[config.mk]
export PLATFORM = sky130hd
export DESIGN_NAME = div_seq_32
export DESIGN_NICKNAME = d
export VERILOG_FILES = /design/src/rtl/div_seq_32.sv
export SDC_FILE = /design/constraint.sdc
export NUM_CORES = 1
export LEC_CHECK = 0
export BUFFER_PORTS_ARGS = -buffer_cell sky130_fd_sc_hd__buf_2
export CAP_MARGIN = 10
export CORE_UTILIZATION = 50
export DETAILED_ROUTE_END_ITERATION = 6
export PLACE_DENSITY_LB_ADDON = 0.05
export SYNTH_ARGS = -nofsm -noshare
export SYNTH_HDL_FRONTEND = slang
export SYNTH_SLANG_ARGS = --single-unit
export TNS_END_PERCENT = 30
[constraint.sdc]
create_clock -name clock -period 3.9 [get_ports clock]
set_clock_uncertainty 0.05 [all_clocks]
set_input_delay 0.39 -clock clock [delete_from_list [all_inputs] [get_ports clock]]
set_output_delay 0.39 -clock clock [all_outputs]
set_load 0.1 [all_outputs]
[src/rtl/div_seq_32.sv]
// Sequential signed divider: restoring shift-subtract on operand magnitudes, one
// quotient bit per clock, then a sign-correction step before the one-cycle done pulse.
module div_seq_32 #(
  parameter int WIDTH = 32
) (
  input  logic             clock,
  input  logic             reset,
  input  logic             start,
  input  logic [WIDTH-1:0] dividend,
  input  logic [WIDTH-1:0] divisor,
  output logic [WIDTH-1:0] quotient,
  output logic [WIDTH-1:0] remainder,
  output logic             busy,
  output logic             done,
  output logic             div_by_zero
);

  localparam int CNT_W = $clog2(WIDTH);

  typedef enum logic [1:0] {
    IDLE,
    CALC,
    FIX,
    DONE
  } state_t;

  state_t state, state_nxt;

  logic [WIDTH-1:0] q_reg;
  logic [WIDTH-1:0] d_reg;
  logic [WIDTH:0]   r_reg;
  logic [CNT_W-1:0] cnt;
  logic             q_neg;
  logic             r_neg;
  logic [WIDTH+1:0] trial;
  logic             trial_neg;

  // Magnitude taken one bit wider so that the most negative value maps to 2^(WIDTH-1).
  function automatic logic [WIDTH-1:0] mag(input logic signed [WIDTH-1:0] v);
    logic signed [WIDTH:0] ext;
    logic signed [WIDTH:0] neg;
    ext = {v[WIDTH-1], v};
    neg = -ext;
    return ext[WIDTH] ? neg[WIDTH-1:0] : ext[WIDTH-1:0];
  endfunction

  function automatic logic [WIDTH-1:0] apply_sign(input logic [WIDTH-1:0] v, input logic neg);
    return neg ? -v : v;
  endfunction

  // Trial subtraction on the shifted partial remainder; one spare bit carries the sign.
  always_comb begin
    trial     = {r_reg, q_reg[WIDTH-1]} - {2'b00, d_reg};
    trial_neg = trial[WIDTH+1];
  end

  always_comb begin
    state_nxt = state;
    busy      = (state != IDLE);
    done      = (state == DONE);
    case (state)
      IDLE: if (start) state_nxt = (divisor == '0) ? DONE : CALC;
      CALC: if (cnt == CNT_W'(WIDTH - 1)) state_nxt = FIX;
      FIX:  state_nxt = DONE;
      DONE: state_nxt = IDLE;
      default: state_nxt = IDLE;
    endcase
  end

  always_ff @(posedge clock) begin
    if (reset) begin
      state       <= IDLE;
      q_reg       <= '0;
      d_reg       <= '0;
      r_reg       <= '0;
      cnt         <= '0;
      q_neg       <= 1'b0;
      r_neg       <= 1'b0;
      quotient    <= '0;
      remainder   <= '0;
      div_by_zero <= 1'b0;
    end else begin
      state <= state_nxt;
      case (state)
        IDLE: begin
          if (start) begin
            q_reg       <= mag($signed(dividend));
            d_reg       <= mag($signed(divisor));
            r_reg       <= '0;
            cnt         <= '0;
            q_neg       <= dividend[WIDTH-1] ^ divisor[WIDTH-1];
            r_neg       <= dividend[WIDTH-1];
            div_by_zero <= 1'b0;
            if (divisor == '0) begin
              quotient    <= '1;
              remainder   <= dividend;
              div_by_zero <= 1'b1;
            end
          end
        end
        CALC: begin
          r_reg <= trial_neg ? {r_reg[WIDTH-1:0], q_reg[WIDTH-1]} : trial[WIDTH:0];
          q_reg <= {q_reg[WIDTH-2:0], ~trial_neg};
          cnt   <= cnt + 1'b1;
        end
        FIX: begin
          quotient  <= apply_sign(q_reg, q_neg);
          remainder <= apply_sign(r_reg[WIDTH-1:0], r_neg);
        end
        default: ;
      endcase
    end
  end

endmodule

# After elaboration in Yosys (flattened, before gate mapping)

Index checks and enable logic that the tools add are counted.

Add/sub/neg operators: 6
Multipliers: 0
Div/mod/pow operators: 0
$lt $le $gt $ge: 0
Equality and inequality tests: 7
Shift operators: 0
Muxes and demuxes: 22
Bitwise operators: 2
Reduce and logical (&&, ||, !) cells: 9

Operator list:

| cell                | number |
|---|---|
| $mux 32             | 9 |
| $pmux 32 s2         | 3 |
| $neg 32->32         | 4 |
| $mux 33             | 2 |
| $pmux 33 s2         | 1 |
| $sub 34x32->34      | 1 |
| $logic_not 32->1    | 1 |
| $pmux 5 s2          | 1 |
| $pmux 2 s4          | 1 |
| $mux 2              | 3 |
| $ne 2x2->1 const B  | 3 |
| $reduce_and 2->1    | 3 |
| $reduce_bool 2->1   | 3 |
| $add 5x1->5 const B | 1 |
| $eq 5x5->1 const B  | 1 |
| $mux 5              | 1 |
| $eq 2x2->1 const B  | 2 |
| $reduce_and 3->1    | 1 |
| $eq 2x1->1 const B  | 1 |
| $logic_not 2->1     | 1 |
| $mux 1              | 1 |
| $not 1->1           | 1 |
| $xor 1x1->1         | 1 |

Register bits after elaboration: 171
Bits in latches: 0
Bits in writable memories: 0
ROM bits: 0
Input bits: 67
Output and inout bits: 67
Word-level logic and storage cells: 56
Memories: 0

# Logic depth before layout (Yosys ltp)

Gate-level depths: netlist of the first run.

Depth in word-level cells: 4
Gate-level depth with buffers: 13
Mapped depth without buffers: 13

# Worst setup path before layout of the first run

No wires, ideal clock.

Path type: register to register
Start: reg q_reg[6]
End: reg quotient[29]
Setup time: 0.091 ns
Arrival: 2.949 ns
Required time: 3.759 ns
Path slack: 0.810 ns
Cell stages (with the launch flop): 9
Path buffers: 0
Period minus slack after synthesis: 3.090 ns
Cell sequence: dfxtp_1 > or3_4 > or3_4 > or3_4 > or3_4 > or4_4 > o41ai_1 > xor2_1 > a311oi_1

Cells in the longest elaborated chain, start to end: 3

Ends and longest elaborated chain:

| what                   | RTL line | text |
|---|---|---|
| start, declared        | 29       | `logic [WIDTH-1:0] q_reg;` |
| start signal, assigned | 87       | `q_reg <= mag($signed(dividend));` |
| start signal, assigned | 103      | `q_reg <= {q_reg[WIDTH-2:0], ~trial_neg};` |
| $neg 32->32            | 48       | `return neg ? -v : v;` |
| $mux 32                | 48       |  |
| $pmux 32 s2            | 84       | `case (state)` |
| end signal, assigned   | 107      | `quotient <= apply_sign(q_reg, q_neg);` |
| end, declared          | 11       | `output logic [WIDTH-1:0] quotient,` |

Every way passes these cells.
A chain may end at the register's enable or synchronous reset.

# Worst setup path in the final report of the first run

Start: reg r_reg[10]
End: reg remainder[30]

Cells in the longest elaborated chain, start to end: 3

Ends and longest elaborated chain:

| what                   | RTL line | text |
|---|---|---|
| start, declared        | 31       | `logic [WIDTH:0] r_reg;` |
| start signal, assigned | 102      | `r_reg <= trial_neg ? {r_reg[WIDTH-1:0], q_reg[WIDTH-1]} : trial[WIDTH:0];` |
| $neg 32->32            | 48       |  |
| $mux 32                | 48       |  |
| $pmux 32 s2            | 84       |  |
| end signal, assigned   | 96       | `remainder <= dividend;` |
| end signal, assigned   | 108      | `remainder <= apply_sign(r_reg[WIDTH-1:0], r_neg);` |
| end, declared          | 12       | `output logic [WIDTH-1:0] remainder,` |

Every way passes these cells.

==> results of run 1 <==
-- final cells by class --
class	instances	area (um2)	share of cell area
Inverter	53	199	0.0159
Timing Repair Buffer	166	966	0.0774
Clock buffer	17	425	0.0341
Clock inverter	14	154	0.0123
Tap cell	275	344	0.0276
Sequential cell	171	3420	0.274
Multi-Input combinational cell	1082	6960	0.558
-- synth_stat cells (all sizes together), types with 29 or more instances --
| library cell | instances | area [um2] |
|---|---|---|
| dfxtp | 171 | 3420 |
| nand2 | 169 | 634 |
| nor2 | 141 | 529 |
| xor2 | 95 | 832 |
| clkbuf | 80 | 300 |
| a21oi | 79 | 395 |
| nand3 | 78 | 390 |
| o21ai | 68 | 340 |
| xnor2 | 54 | 473 |
| inv | 52 | 195 |
| a211oi | 44 | 330 |
| ha | 42 | 526 |
| o31ai | 38 | 299 |
| a311oi | 32 | 287 |
| o211ai | 29 | 218 |
-- stage by stage --
stage / utilization / hold slack [ns]
after CTS: 0.588 / 0.178
after detailed placement: 0.561 / 0.398
after floorplan: - / 0.382
final: 0.588 / 0.188
after global placement: 0.561 / 0.387
after global routing: 0.588 / 0.182
-- per-layer routing --
| metal | vias to the layer above | share of wire | GRT usage |
|---|---|---|---|
| li1 | 5273 | - | - |
| met1 | 4842 | 0.45 | 0.345 |
| met2 | 253 | 0.49 | 0.473 |
| met3 | 33 | 0.046 | 0.0399 |
| met4 | 0 | 0.017 | 0.0658 |
| met5 | - | 0 | 0 |
-- power by group through the flow --
stage	Sequential (mW)	Clock (mW)	Combinational (mW)
final	2.33	1.67	3.62
after global placement	2.37	0	3.58
after global routing	2.38	1.76	3.95
after floorplan	3.06	0	2.12
after CTS	2.34	1.70	3.62
after detailed placement	2.38	0	3.61
-- critical path, cell delays in order (launching register included) --
cell      delay, ns
dfxtp_1        0.39
or4_1          0.62
or4_1          0.50
or4_1          0.54
nand2b_1       0.22
nand2b_1       0.19
o31ai_1        0.29
xor2_1         0.13
a211o_1        0.30
a21oi_1        0.13
-- worst paths after layout --
kind                              start                         end  cells after the start
max              r_reg[10]$_SDFFE_PP0P_  remainder[30]$_SDFFE_PP0P_                      9
min                          divisor[0]       d_reg[0]$_SDFFE_PP0P_                      3
max reg2reg      r_reg[10]$_SDFFE_PP0P_  remainder[30]$_SDFFE_PP0P_                      9
min reg2reg  remainder[13]$_SDFFE_PP0P_  remainder[13]$_SDFFE_PP0P_                      2
-- kinds of logic after synthesis --
family,after synthesis
XOR/XNOR,149
buffers and inverters,148
adder cells (fa/ha/maj),43
flip-flops,171
AO/OA/AOI/OAI,389
AND/OR/NAND/NOR,494
multiplexers,7
==> run_results.csv, run 1 <==
group,metric,value,unit
run_status,outcome,"complete, no violations",
die,die_h,150,um
sta,relSlewSlack,0.271,
die,die_area,22400,um2
hold_path,hp-class,"primary input to flip-flop",
final_layout,antenna_cells,0,
synth,ys_seq_area_frac,0.314,
final_layout,nets,1601,
sta,slew_violations,0,
critical_path,critPathRequiredTime,4.21,ns
sta,hold_viol_final,0,
final_layout,layout.cells.non_filler,1778,
synth,synthCells,1401,
power_and_ir_drop,p_switching,3.63,mW
synth,ys_seq_elements,171,
power_and_ir_drop,ir_worst_vdd,338,uV
placement,dpl_worst_slack,0.223,ns
clocking,clockBufferDepth,2,
synth,synth_area,10900,um2
power_and_ir_drop,p_clk_frac,0.220,
detailed_routing,dr.pass1.iters,6,
final_layout,area_growth,14.5,%
final_layout,most-common-layout-cells,"dfxtp_1, nand2_1, nor2_1",
die,coreArea,21200,um2
power_and_ir_drop,seq_power_share,0.306,
clocking,worstSkewPairLatency,0.43,ns
synth,syn_avg_cell_area,7.78,um2
critical_path,critical_path_class,"flip-flop to flip-flop",
clocking,cts_made_buffers,17,
final_layout,fillers,2034,
run,maxCapViolCount,0,
sta,tns,0,ns
power_and_ir_drop,power_density,611,nW/um2
detailed_routing,ant_nets,0,
die,ios,134,
power_and_ir_drop,leakagePower,5.06,nW
detailed_routing,drtIter0Drc,757,
placement,io_buffers,133,
clocking,cts_resized,0,
critical_path,cp_max_fo,8,
synth,synth_top_family_by_area,"compound AO/OA/AOI/OAI gates",
clocking,cts_setup_buffers,0,
power_and_ir_drop,switching_share,0.476,
synth,synth.area.mux_share,0.00643,
sta,fin_ws,0.460,ns
clocking,clkSlewWorstSetupHoldPaths,0.08,ns
die,die_w,150,um
sta,finalCritPeriodShare,0.882,
synth,synth-xor-area-share,0.120,
synth,synth_cell_type_count,62,
synth,synthSimpleGateAreaFrac,0.207,
synth,synth_fa_ha_area_frac,0.0501,
placement,dp_hpwl,22300,um
power_and_ir_drop,post-layout-total-power,7.63,mW
synth,synth_edf_count,0,
global_route,grt_max_degree,92,
clocking,cts_sinks,171,
global_route,grt_overflow_total,0,
sta,worst_pin_slew,1.09,ns
placement,gp_congestion,0.917,
global_route,grt_usage,0.270,
final_layout,final_common_cell,"dfxtp_1",
clocking,root_buffer,"clkbuf_16",
synth,synth-compound-area-share,0.250,
global_route,grt_pass1_wl,48200,um
clocking,cts_max_level,4,
detailed_routing,routed_wl,30000,um
critical_path,critPathLaunchType,"flip-flop",
synth,syn_nets,1511,
final_layout,drive_above_1_share,0.146,
global_route,antenna_found_initial,0,
detailed_routing,routed_via_density,5.85,
placement,dp_cells,1747,
clocking,postCtsHoldBufs,0,
sta,rsz0062_at_grt,"false",
detailed_routing,avgRoutedWirePerCell,16.9,um
die,initial_utilization,0.514,
clocking,cts_tree,"yes",
final_layout,largest_reg_flops,33,
detailed_routing,vias,10400,
die,fp-row-count,53,
synth,synthArstFlopShare,0,
power_and_ir_drop,internal_power,3.99,mW
detailed_routing,route.detailed.drc,0,
critical_path,setup.worst_path.end_class,"flip-flop",
sta,fmax,0.291,GHz
critical_path,crit_arrival,3.75,ns
sta,final-setup-viol-count,0,
global_route,grt_pass1_vias,9348,
sta,min_period,3.44,ns
synth,ys_warn_count,0,
placement,placed_area,11900,um2
power_and_ir_drop,combPwrFrac,0.474,
final_layout,final_area,12500,um2
critical_path,reg2reg_slack,0.46,ns
synth,synth_flop_cell,"dfxtp_1",
Note: power is estimated with default switching activity, not from simulation.
==> run 2: changes to the inputs <==
- RECOVER_POWER: not set -> 25
==> run_results.csv, run 2 (synthesis results as in run 1) <==
group,metric,value,unit
placement,dp_hpwl,22300,um
sta,tns,0,ns
clocking,cts_made_buffers,17,
placement,dp_cells,1747,
sta,slew_violations,0,
power_and_ir_drop,power_density,612,nW/um2
final_layout,nets,1601,
critical_path,setup.worst_path.end_class,"flip-flop",
die,initial_utilization,0.514,
hold_path,hp-class,"primary input to flip-flop",
clocking,cts_sinks,171,
final_layout,area_growth,13.8,%
sta,final-setup-viol-count,0,
clocking,cts_max_level,4,
critical_path,critPathRequiredTime,4.21,ns
final_layout,final_util,0.584,
final_layout,drive_above_1_share,0.106,
clocking,cts_resized,0,
detailed_routing,drtIter0Drc,735,
detailed_routing,ant_nets,0,
power_and_ir_drop,leakagePower,4.81,nW
sta,fmax,0.291,GHz
final_layout,seqCellArea,3420,um2
final_layout,largest_reg_flops,33,
power_and_ir_drop,ir_worst_vdd,333,uV
sta,rsz0062_at_grt,"false",
final_layout,layout.cells.non_filler,1778,
sta,finalCritPeriodShare,0.882,
global_route,grt_max_degree,92,
die,fp-row-count,53,
sta,relSlewSlack,0.221,
detailed_routing,avgRoutedWirePerCell,16.9,um
sta,min_period,3.44,ns
final_layout,fillers,2074,
final_layout,antenna_cells,0,
clocking,cts_setup_buffers,0,
run,maxCapViolCount,0,
hold_path,min_from,"divisor[0]",
clocking,root_buffer,"clkbuf_16",
die,die_w,150,um
power_and_ir_drop,post-layout-total-power,7.59,mW
final_layout,most-common-layout-cells,"dfxtp_1, nand2_1, nor2_1",
detailed_routing,routed_via_density,5.85,
die,coreArea,21200,um2
run_status,outcome,"complete, no violations",
detailed_routing,vias,10400,
critical_path,crit_arrival,3.75,ns
critical_path,critical_path_class,"flip-flop to flip-flop",
die,ios,134,
global_route,grt_pass1_vias,9348,
clocking,postCtsHoldBufs,0,
hold_path,worstHoldPathCells,3,
global_route,grt_pass1_wl,48200,um
sta,whs,0.189,ns
critical_path,reg2reg_depth,9,
detailed_routing,route.detailed.drc,0,
clocking,clkSlewWorstSetupHoldPaths,0.08,ns
die,die_area,22400,um2
clocking,worstSkewPairLatency,0.43,ns
hold_path,whs_endpoint,"d_reg[0]$_SDFFE_PP0P_",
final_layout,final_common_cell,"dfxtp_1",
detailed_routing,routed_wl,30100,um
die,die_h,150,um
placement,gp_congestion,0.917,
critical_path,reg2reg_from,"r_reg[10]$_SDFFE_PP0P_",
global_route,grt_usage,0.270,
final_layout,multiInputGateArea,6960,um2
critical_path,critPathLaunchType,"flip-flop",
clocking,cts_tree,"yes",
global_route,antenna_found_initial,0,
clocking,clockBufferDepth,2,
critical_path,reg2reg_slack,0.46,ns
critical_path,rr_endpoint,"remainder[30]$_SDFFE_PP0P_",
detailed_routing,dr.pass1.iters,7,
sta,worst_pin_slew,1.17,ns
sta,hold_viol_final,0,
placement,io_buffers,133,
global_route,grt_overflow_total,0,
critical_path,cp_max_fo,8,
-- run 2: metrics by stage --
step | instance area, um2 | worst slack, ns
floorplan | 10900 | 0.810
global placement | 11900 | 0.388
detailed placement | 11900 | 0.223
CTS | 12500 | 0.454
global route | 12400 | 0.235
finish | 12400 | 0.460
-- run 2: power breakdown --
| part | internal (mW) | leakage (nW) | switching (mW) |
|---|---|---|---|
| logic | 1.07 | 3.14 | 2.52 |
| clock network | 0.854 | 0.280 | 0.815 |
| registers | 2.04 | 1.39 | 0.295 |
| total | 3.96 | 4.81 | 3.63 |
-- run 2: worst max-delay path by stage --
stage	slack, ns	to	start
3_3_place_gp	0.39	quotient[31]$_SDFFE_PP0P_	divisor[2]
3_5_place_dp	0.22	quotient[18]$_SDFFE_PP0P_	divisor[2]
2_1_floorplan	0.81	quotient[29]$_SDFFE_PP0P_	q_reg[6]$_SDFFE_PP0P_
4_1_cts	0.45	remainder[30]$_SDFFE_PP0P_	r_reg[10]$_SDFFE_PP0P_
5_1_grt	0.24	r_reg[4]$_SDFFE_PP0P_	r_reg[3]$_SDFFE_PP0P_
6_report	0.46	remainder[30]$_SDFFE_PP0P_	r_reg[10]$_SDFFE_PP0P_
-- run 2: final cells by class --
cell class / count / area share
Tap cell: 275 / 0.0277
Inverter: 53 / 0.0160
Timing Repair Buffer: 166 / 0.0719
Multi-Input combinational cell: 1082 / 0.561
Clock buffer: 17 / 0.0343
Clock inverter: 14 / 0.0124
Sequential cell: 171 / 0.276
-- run 2: per-layer routing --
layer,part of all wire,GRT usage,up-vias
li1,-,-,5262
met1,0.45,0.345,4881
met2,0.49,0.473,233
met3,0.043,0.0399,29
met4,0.016,0.0658,0
met5,0,0,-
-- run 2: critical path, cell delays in order (launching register included) --
cell and delay [ns]:
dfxtp_1 0.39, or4_1 0.62, or4_1 0.50, or4_1 0.54, nand2b_1 0.23, nand2b_1 0.20
o31ai_1 0.29, xor2_1 0.13, a211o_1 0.30, a21oi_1 0.12
